[src/rtl/mod_counter.sv]
// Up/down modulo counter with runtime terminal value, load, clear and wrap/saturate mode.
// Optional sticky overflow flag o_ovf is compiled in with MOD_COUNTER_OVF_STICKY_EN.
module mod_counter #(
   parameter int unsigned WIDTH     = 16,
   parameter int unsigned RESET_VAL = 0
) (
   input  logic             i_clk,
   input  logic             i_rst,
   input  logic             i_clr,
   input  logic             i_en,
   input  logic             i_up,
   input  logic             i_sat,
   input  logic             i_load,
   input  logic [WIDTH-1:0] i_load_val,
   input  logic [WIDTH-1:0] i_max_val,
   output logic [WIDTH-1:0] o_count,
   output logic             o_tc,
`ifdef MOD_COUNTER_OVF_STICKY_EN
   output logic             o_ovf,
`endif
   output logic             o_wrap
);

   localparam logic [WIDTH-1:0] RST_COUNT = WIDTH'(RESET_VAL);

   logic [WIDTH-1:0] r_count;
   logic             r_wrap;

   logic             w_over;
   logic             w_at_max;
   logic             w_at_zero;
   logic [WIDTH-1:0] w_load_clamped;
   logic [WIDTH-1:0] w_step_val;
   logic             w_step_wrap;
   logic             w_step_sat;
   logic [WIDTH-1:0] w_count_nxt;
   logic             w_wrap_nxt;

   assign w_over    = (r_count > i_max_val);
   assign w_at_max  = (r_count == i_max_val);
   assign w_at_zero = (r_count == '0);

   assign w_load_clamped = (i_load_val > i_max_val) ? i_max_val : i_load_val;

   // Result of one enabled step. An out-of-range count (max_val lowered
   // below it) is pulled back into range regardless of direction.
   always_comb begin
      w_step_val  = r_count;
      w_step_wrap = 1'b0;
      w_step_sat  = 1'b0;
      if (w_over) begin
         if (i_sat) begin
            w_step_val = i_max_val;
            w_step_sat = 1'b1;
         end else begin
            w_step_val  = '0;
            w_step_wrap = 1'b1;
         end
      end else if (i_up) begin
         if (!w_at_max) begin
            w_step_val = r_count + WIDTH'(1);
         end else if (i_sat) begin
            w_step_sat = 1'b1;
         end else begin
            w_step_val  = '0;
            w_step_wrap = 1'b1;
         end
      end else begin
         if (!w_at_zero) begin
            w_step_val = r_count - WIDTH'(1);
         end else if (i_sat) begin
            w_step_sat = 1'b1;
         end else begin
            w_step_val  = i_max_val;
            w_step_wrap = 1'b1;
         end
      end
   end

   // Priority below reset: clr > load > en.
   always_comb begin
      w_count_nxt = r_count;
      w_wrap_nxt  = 1'b0;
      if (i_clr) begin
         w_count_nxt = '0;
      end else if (i_load) begin
         w_count_nxt = w_load_clamped;
      end else if (i_en) begin
         w_count_nxt = w_step_val;
         w_wrap_nxt  = w_step_wrap;
      end
   end

   always_ff @(posedge i_clk) begin
      if (i_rst) begin
         r_count <= RST_COUNT;
         r_wrap  <= 1'b0;
      end else begin
         r_count <= w_count_nxt;
         r_wrap  <= w_wrap_nxt;
      end
   end

`ifdef MOD_COUNTER_OVF_STICKY_EN
   logic r_ovf;
   logic w_ovf_set;

   // Sticky: only rst clears it; clr and load leave it alone.
   assign w_ovf_set = w_wrap_nxt || (!i_clr && !i_load && i_en && w_step_sat);

   always_ff @(posedge i_clk) begin
      if (i_rst) begin
         r_ovf <= 1'b0;
      end else if (w_ovf_set) begin
         r_ovf <= 1'b1;
      end
   end

   assign o_ovf = r_ovf;
`endif

   assign o_count = r_count;
   assign o_wrap  = r_wrap;
   assign o_tc    = i_up ? w_at_max : w_at_zero;

endmodule

[config.mk]
export PLATFORM = sky130hd
export DESIGN_NAME = mod_counter
export DESIGN_NICKNAME = d
export VERILOG_FILES = /design/src/rtl/mod_counter.sv
export SDC_FILE = /design/constraint.sdc
export NUM_CORES = 1
export LEC_CHECK = 0
export CORE_ASPECT_RATIO = 0.75
export CORE_MARGIN = 5
export CORE_UTILIZATION = 40
export CTS_CLUSTER_DIAMETER = 40
export DETAILED_ROUTE_END_ITERATION = 10
export SETUP_SLACK_MARGIN = 0.4
export SLEW_MARGIN = 10
export SYNTH_ARGS = -nofsm -noshare
export SYNTH_HDL_FRONTEND = slang
export SYNTH_SLANG_ARGS = --single-unit
[constraint.sdc]
create_clock -name i_clk -period 3.8 [get_ports i_clk]
set_input_delay 0.38 -clock i_clk [delete_from_list [all_inputs] [get_ports i_clk]]
set_output_delay 0.38 -clock i_clk [all_outputs]
set_load 0.02 [all_outputs]
==> metrics.csv <==
metric;value;unit
outcome;finished, final reports clean;
synth-warning-count;0;
synth_compound_area_frac;0.288;
p_leak;1.49;nW
drt_iter0_markers;268;
use_met2;0.370;
synth_top_family_by_area;compound AO/OA/AOI/OAI gates;
powerDensity;248;nW/um^2
gr-usage-met1;0.374;
die_h;84.5;um
grt_first_pass_wirelength;18.1;mm
vias;3529;
clockRootBuffer;clkbuf_8;
hold_path_class;flip-flop to flip-flop;
num_rows;27;
synthAdderAreaFrac;0.148;
finClkSkew;1.51;ps
dpl.hpwl;9.26;mm
crit_type;flip-flop to output pin;
grt-busiest-layer;met1;
finalCritPeriodShare;0.863;
p_total;923;uW
cts_tree;built;
arrival;2900;ps
antenna_found_initial;0;
cp.required;3420;ps
via_per_inst;6.17;
final_common_cell;clkdlybuf4s50_1;
final-setup-viol-count;0;
syn_area;2960;sq um
cp_max_fo;12;
drive_above_1_share;0.0828;
slew_headroom;0.537;
yosysUniqueCellTypes;58;
grt_overflow;0;
routedWlPerCell;20.0;um
finalHoldViolCount;0;
drtAntennaViolNets;0;
synth_xor_xnor_area_share;0.0650;
cap_violations;0;
final_cell_mix;55 x clkdlybuf4s50_1, 41 x a21oi_1, 39 x nand2_1;
ys_seq_area_frac;0.115;
diodes;0;
synth-main-ff-cell;dfxtp_1;
clk_path_buf_depth;2;
setup_ws;520;ps
die_x;109;um
rsz0062_at_grt;no;
cp-end-kind;output pin;
synth-simple-area-share;0.272;
place_ws;310;ps
track_usage;0.247;
cts_made_buffers;3;
grt_max_degree;21;
syn_avg_cell_area;7.00;sq um
synth-seq-cells;17;
vdd_ir_drop_max;0.136;mV
io_pins;57;
finalWeightedCongestion;0.978;
clk_latency;250;ps
min_period;3280;ps
tightestPinTransition;688;ps
fmax;305;MHz
finalMaxSlewViolations;0;
cts_hold_buffers;0;
cts_max_level;1;
layout.nets;546;
drt-total-wl;11.5;mm
die-area;9250;sq um
cp-start-kind;flip-flop;
synthMuxAreaShare;0.0308;
core_area;7260;sq um
synthCells;423;
grt_use_met3;0.0423;
initial_utilization;0.408;
port_buffers;56;
first_global_vias;3356;
clkSlewWorstSetupHoldPaths;70;ps
fin_tns_setup;0;ps
dr.pass1.iters;4;
clock-sinks;17;
synth_nets;497;
synth_edf_count;0;
ys_async_sr_fraction;0;
area_growth_syn_to_layout;25.7;%
drc;0;
[critical path: stages, from the launching register on]
cell and delay (ps):
dfxtp_1 310, or4_1 650, or4_1 570, or3_4 530
o21ai_2 230, dlygate4sd2_1 360
[final timing paths]
| path | startpoint | endpoint | slack, ps | cells after the start |
|---|---|---|---|---|
| min reg2reg | o_count[15] | o_count[15] | 600 | 2 |
| max | o_count[2] | o_tc | 520 | 5 |
| min | o_count[15] | o_count[15] | 600 | 2 |
| max reg2reg | o_count[0] | o_count[15] | 790 | 9 |
[layer usage]
metal / vias up / part of all wire
li1: 1705 / -
met1: 1650 / 0.48
met2: 162 / 0.43
met3: 12 / 0.072
met4: 0 / 0.0086
met5: - / 0
[synthesized netlist by cell type (all sizes together), types with 5 or more instances]
| library cell | instances | area [sq um] |
|---|---|---|
| nand3 | 19 | 95.1 |
| a211oi | 10 | 80.1 |
| clkbuf | 28 | 105 |
| o211ai | 15 | 113 |
| ha | 35 | 438 |
| nor4 | 15 | 93.8 |
| o221ai | 9 | 78.8 |
| or4 | 6 | 45.0 |
| a21oi | 41 | 205 |
| or2 | 6 | 37.5 |
| dfxtp | 17 | 340 |
| xnor2 | 14 | 123 |
| o22ai | 6 | 37.5 |
| o21ai | 15 | 78.8 |
| nor3 | 17 | 85.1 |
| mux2i | 8 | 80.1 |
| xor2 | 8 | 70.1 |
| inv | 26 | 97.6 |
| nand2 | 39 | 146 |
| a31oi | 7 | 43.8 |
| buf | 5 | 36.3 |
| nand4 | 17 | 106 |
| nor2 | 14 | 52.6 |
[registers in the layout (all words and copies together), names as in the netlist]
register / cells
o_wrap: 1
o_count: 16
[cell families (layout without fill, tap and decap cells)]
logic type      Yosys count  count (layout)
compound gates          127             127
xor+xnor                 22              22
fa+ha+maj                35              35
buf+inv                  60             108
flops                    17              17
mux                       9               9
simple gates            153             153
[stage by stage]
| step | util | cells | cell area (sq um) | hold WS, ps |
|---|---|---|---|---|
| global route | 0.513 | 572 | 3720 | 644 |
| detailed placement | 0.505 | 567 | 3660 | 585 |
| CTS | 0.511 | 571 | 3710 | 593 |
| global placement | 0.505 | 567 | 3660 | 580 |
| finish | 0.513 | 572 | 3720 | 598 |
| floorplan | - | 423 | 2960 | 576 |
[where the power goes]
group | switching (mW) | total (mW) | internal, mW
combinational | 0.325 | 0.576 | 0.251
clock | 0.0627 | 0.137 | 0.0744
sequential | 0.0200 | 0.210 | 0.190
[cell type report]
type	count	area (sq um)
Sequential cell	17	340
Tap cell	101	126
Fill cell	731	3540
Multi-Input combinational cell	346	2390
Timing Repair Buffer	77	717
Inverter	27	101
Clock buffer	4	45.0
[repair_timing]
item / 4_1_cts / 5_1_grt
gates resized for setup: 1 / 3
endpoints found under the setup margin: 1 / 13
pin swaps: 0 / 1
setup buffers: 0 / 1
Note: power is estimated with default switching activity, not from simulation.
